--- src/rtl/pipelined_shifter.sv ---
// rtl/pipelined_shifter.sv - N-stage pipelined barrel shifter (SLL/SRL/SRA/ROL) with valid/ready on both sides
//
// Ports:
//   clk, rst_n            clock, asynchronous active-low reset
//   in_valid / in_ready   input handshake; op, shamt, A are sampled on transfer
//   op                    00 SLL, 01 SRL, 10 SRA, 11 ROL
//   shamt [N-1:0]         shift amount 0..W-1
//   A     [W-1:0]         operand
//   out_valid / out_ready output handshake
//   Y     [W-1:0]         result (last stage register)

module pipelined_shifter #(
    parameter int N = 2
) (
    input  logic                clk,
    input  logic                rst_n,
    input  logic                in_valid,
    output logic                in_ready,
    input  logic [1:0]          op,
    input  logic [N-1:0]        shamt,
    input  logic [(2**N)-1:0]   A,
    output logic                out_valid,
    input  logic                out_ready,
    output logic [(2**N)-1:0]   Y
);

    localparam int W = 2**N;

    logic [N-1:0] valid;
    logic [N-1:0] rdy;

    // A stage may load when it is empty or when some stage downstream of it
    // is empty (bubble collapse), or when the output is being consumed.
    always_comb begin
        logic hole;
        hole = 1'b0;
        rdy  = '0;
        for (int k = N - 1; k >= 0; k--) begin
            hole   = hole | ~valid[k];
            rdy[k] = hole | out_ready;
        end
    end

    for (genvar k = 0; k < N; k++) begin : stg
        localparam int S = 2**k;

        logic [W-1:0]   d_in;
        logic [1:0]     op_in;
        logic [N-k-1:0] rem_in;     // shamt bits k..N-1; bit 0 selects this stage
        logic           v_in;
        logic [W-1:0]   d_sh;
        logic [W-1:0]   data_q;
        logic           v_q;

        if (k == 0) begin : src
            assign d_in   = A;
            assign op_in  = op;
            assign rem_in = shamt;
            assign v_in   = in_valid;
        end else begin : src
            assign d_in   = stg[k-1].data_q;
            assign op_in  = stg[k-1].fwd.op_q;
            assign rem_in = stg[k-1].fwd.rem_q;
            assign v_in   = stg[k-1].v_q;
        end

        // S <= W/2 for every stage, so all slices below are non-empty.
        always_comb begin
            case (op_in)
                2'b00:   d_sh = {d_in[W-1-S:0], {S{1'b0}}};
                2'b01:   d_sh = {{S{1'b0}}, d_in[W-1:S]};
                2'b10:   d_sh = {{S{d_in[W-1]}}, d_in[W-1:S]};
                default: d_sh = {d_in[W-1-S:0], d_in[W-1:W-S]};
            endcase
        end

        always_ff @(posedge clk or negedge rst_n) begin
            if (!rst_n) begin
                v_q    <= 1'b0;
                data_q <= '0;
            end else if (rdy[k]) begin
                v_q    <= v_in;
                data_q <= rem_in[0] ? d_sh : d_in;
            end
        end

        assign valid[k] = v_q;

        // op and the unconsumed shamt bits only travel to later stages.
        if (k < N - 1) begin : fwd
            logic [1:0]     op_q;
            logic [N-k-2:0] rem_q;

            always_ff @(posedge clk or negedge rst_n) begin
                if (!rst_n) begin
                    op_q  <= '0;
                    rem_q <= '0;
                end else if (rdy[k]) begin
                    op_q  <= op_in;
                    rem_q <= rem_in[N-k-1:1];
                end
            end
        end
    end

    assign in_ready  = rdy[0];
    assign out_valid = valid[N-1];
    assign Y         = stg[N-1].data_q;

endmodule
--- config.mk ---
export PLATFORM = sky130hd
export DESIGN_NAME = pipelined_shifter
export DESIGN_NICKNAME = d
export VERILOG_FILES = /design/src/rtl/pipelined_shifter.sv
export SDC_FILE = /design/constraint.sdc
export NUM_CORES = 1
export LEC_CHECK = 0
export ABC_AREA = 1
export BUFFER_PORTS_ARGS = -buffer_cell sky130_fd_sc_hd__buf_2
export CAP_MARGIN = 20
export CORE_MARGIN = 2
export CORE_UTILIZATION = 44
export DETAILED_ROUTE_END_ITERATION = 8
export GPL_ROUTABILITY_DRIVEN = 1
export HOLD_SLACK_MARGIN = 0.02
export PLACE_DENSITY = 0.71
export SYNTH_ARGS = -nofsm -noshare
export SYNTH_HDL_FRONTEND = slang
export SYNTH_SLANG_ARGS = --single-unit
--- constraint.sdc ---
create_clock -name clk -period 1.2 [get_ports clk]
set_clock_uncertainty 0.15 [all_clocks]
set_input_delay 0.18 -clock clk [delete_from_list [all_inputs] [get_ports clk]]
set_output_delay 0.18 -clock clk [all_outputs]
set_load 0.005 [all_outputs]
# After elaboration in Yosys (flattened, before gate mapping)
# Index checks and enable logic that the tools add are counted.
[op_classes]
add_sub_neg = 0
order_cmp = 0
div_mod_pow = 0
n_reduce_logical = 2
bitwise_logic = 5
n_mux = 4
mul = 0
shift = 0
n_eq_ne = 4
[ops]
columns = ["op", "count"]
rows = [
  ["one-hot mux 4 bit (3 select lines)", 2],
  ["2-to-1 mux 4 bit", 2],
  ["== test 2 x 1 -> 1 bit (second input constant)", 2],
  ["== test 2 bit (second input constant)", 2],
  ["zero test 2 bit", 2],
  ["OR 1 bit", 3],
  ["inverter 1 bit", 2],
]
[totals]
wordCells = 21
latch_bits = 0
mem_bits_rw = 0
memories = 0
regBits = 13
romBits = 0

# Depth between registers and ports, before layout
[logic_depth]
ltp_word = 3
depth_mapped = 7
depth_no_buf = 7

# Least setup slack after synthesis
# No wires, ideal clock.
[synth_path]
path_kind = "register to register"
startpoint = "reg stg[1].v_q (netlist: out_valid)"
endpoint = "reg stg[0].v_q"
path_slack_ns = 0.069
t_arrival_ns = 0.857
setup_ns = 0.124
period_less_slack_ns = 1.131
stages_incl_launch_ff = 5
path_buffers = 1
cell_sequence = "dfrtp_1 -> nand2_4 -> nor2_4 -> buf_6 -> or2_1"
[synth_via]
elab_chain_cells = 3
[synth_lines]
columns = ["element", "line", "rtl"]
rows = [
  ["from (decl)", "53", "logic v_q;"],
  ["from (signal assigned)", "82", "v_q <= v_in;"],
  ["inverter 1 bit", "39", "hole = hole | ~valid[k];"],
  ["OR 1 bit", "39", ""],
  ["OR 1 bit", "40", "rdy[k] = hole | out_ready;"],
  ["to (signal assigned)", "82", ""],
  ["to (decl)", "53", ""],
]
# Every way passes these cells.
# A chain may end at the register's enable or synchronous reset.

# Final worst setup path
[layout_path]
startpoint = "reg stg[1].v_q (netlist: out_valid)"
endpoint = "out in_ready"
[layout_via]
elab_chain_cells = 3
[layout_lines]
columns = ["element", "line", "rtl"]
rows = [
  ["inverter 1 bit", "39", ""],
  ["OR 1 bit", "39", ""],
  ["OR 1 bit", "40", ""],
  ["to (decl)", "18", "output logic in_ready,"],
]
# Every way passes these cells.

==> out/results.tsv <==
metric	value	unit
status	finished, violations left	
violations	setup timing	
synthesis.nets	99	
hold_class	in -> reg	
crit_buf_inv	2	
die_area	1859	µm²
vias	631	
fin_area	869.6	µm²
drc	0	
critPathMaxFanout	2	
routedWlPerCell	10.47	µm
cts_tree	yes	
clock-sinks	13	
finalSetupViolations	1	
critical_path_class	reg -> out	
nets	126	
dpl_cell_area	774.5	µm²
gp_congestion	0.7584	
rows	14	
fin_ws	-0.1045	ns
holdWs	0.06345	ns
numCtsBuffers	3	
via_per_inst	4.891	
grt_pass1_wl	2435	µm
track_usage	17.33	%
clock_latency	0.27	ns
r2r_slack	0.04	ns
endpoint_kind	primary output	
clock_path_buffers	2	
start_kind	register	
final_antenna_net_count	0	
synthTopCellsByArea	dfrtp_1, nand2_1, o21ai_0, inv_1, a21oi_1	
io_buffers	17	
finalHoldViolCount	0	
fin_crit_sh	108.7	%
cpLargestDelayFamily	flip-flops	
max_cap_viol_count	0	
r2r-start	out_valid	
r2r-end	stg[0].v_q	
fmax	766.6	MHz
clkTransAtPathRegs	0.08	ns
synth_enable_flop_cells	0	
synth_largest_area_cell	dfrtp_1	
antenna_found_initial	0	
dr.pass1.iters	4	
ir_drop	0.6218	mV
power_density	1221	nW/µm²
arrival	0.97	ns
cp_num_cells	4	
ys.flop_type	dfrtp_1	
start_util	45.75	%
dp_hpwl	1012	µm
cts_max_level	1	
worstPathCellList	nand2_4, nor2_4, inv_2, buf_6	
syn_inst	87	
slowest_delay	0.39	ns
rr_worst_depth	4	
required	0.87	ns
cp-endpoint	in_ready	
whs_path_depth	3	
wl	1351	µm
ctsRootBufferMaster	clkbuf_4	
fill_cells	137	
synth_cell_types	14	
rsz0062_at_grt	true	
post_route_cells_drive_above_1_share	31.86	%
synthArstFlopShare	100.0	%
die_x	43.12	µm
fin_setup_tns	-0.1045	ns
die_height	43.12	µm
tightest_slew	0.2897	ns
area_growth	29.18	%
antennaDiodeCount	0	
ys_ff_latch	13	
ys_warn_count	0	
syn-cell-area	673.1	µm²
relSlewSlack	80.69	%
drt_iter0_markers	8	
grt_max_degree	14	
fp.coreArea	1471	µm²
critPathLaunch	out_valid	
ys_seq_area_share	48.33	%
grt_pass1_vias	594	
synth.avg_cell_area	7.737	µm²
yosys.area.top_type_share	48.33	%
overflow	0	
p_leak	0.4548	nW
pin_count	18	
drv_slew	0	
period_minus_slack	1.304	ns
slowest_stage	dfrtp_1	
-- per-layer routing --
metal / routed length (µm) / global-route usage (%) / vias to the layer above
li1: - / - / 330
met1: 629 / 20.97 / 283
met2: 652 / 29.25 / 16
met3: 54 / 3.830 / 2
met4: 14 / 7.273 / 0
met5: 0 / 0 / -
-- through the flow --
stage,power [mW],std cells,setup WS (ns),util (%)
global placement,0.7663,120,-0.02167,52.64
global route,1.129,129,-0.1499,59.10
CTS,1.056,129,-0.1469,57.48
floorplan,0.6801,87,0.06907,-
finish,1.062,129,-0.1045,59.10
detailed placement,0.7737,120,-0.04544,52.64
-- layout make-up --
type	instances	area [µm²]	share of cell area, %
inverter	14	52.55	6.043
clock buffer	4	26.28	3.022
timing repair buffer	23	143.9	16.55
tap	16	20.02	2.302
sequential	13	325.3	37.41
multi-input combinational	59	301.5	34.68
-- registers in the layout, indices dropped and copies added (netlist names) --
name,cells
stg.v_q,1
Y,4
stg.data_q,4
out_valid,1
stg.fwd.op_q,2
stg.fwd.rem_q,1
-- cell families after synthesis --
logic type	count (synthesis)	share of synthesized area, %
flops	13	48.33
simple gates	39	27.14
compound gates	20	15.06
buf+inv	15	9.479
-- timing repair --
action | 4_1_cts | 5_1_grt
setup endpoints to repair | 5 | 7
endpoints found under the hold margin | 15 | 0
pin swaps | 2 | 2
resized for setup | 1 | 8
hold buffers | 3 | 0
buffers inserted | 2 | 1
-- report_power, final --
part	switching, mW	internal (mW)
Sequential	0.0482	0.500
Combinational	0.134	0.116
Clock	0.134	0.128
Total	0.317	0.745
-- worst min path at each step --
stage | slack, ns | from | end
floorplan | -0.27 | rst_n | Y[0]
global placement | -0.07 | rst_n | Y[0]
detailed placement | -0.07 | rst_n | Y[0]
CTS | 0.06 | shamt[0] | stg[0].data_q[1]
global route | 0.08 | shamt[0] | stg[0].data_q[2]
finish | 0.06 | shamt[0] | stg[0].data_q[1]
-- layout by cell type (no fill, tap or decap), types with 2 or more instances in the layout --
master	instances
nand3_1	9
nand2_2	3
nand2_1	21
clkbuf_4	3
dfrtp_1	13
o21ai_0	9
dlygate4sd3_1	3
inv_1	11
nor2_1	2
a21oi_2	4
inv_2	3
buf_4	3
buf_2	16
a21oi_1	5
-- Yosys cell counts, types with 3 or more instances --
cell / count
o21ai_0: 10
nand3_1: 9
nor2_1: 3
inv_1: 13
nand2_1: 21
a21oi_1: 9
dfrtp_1: 13
nand2_2: 3
-- worst min-delay path, cell delays in order --
cell and delay [ns]:
buf_2 0.13, nand3_1 0.08, a21oi_1 0.05
(Power assumes the default switching activity.)
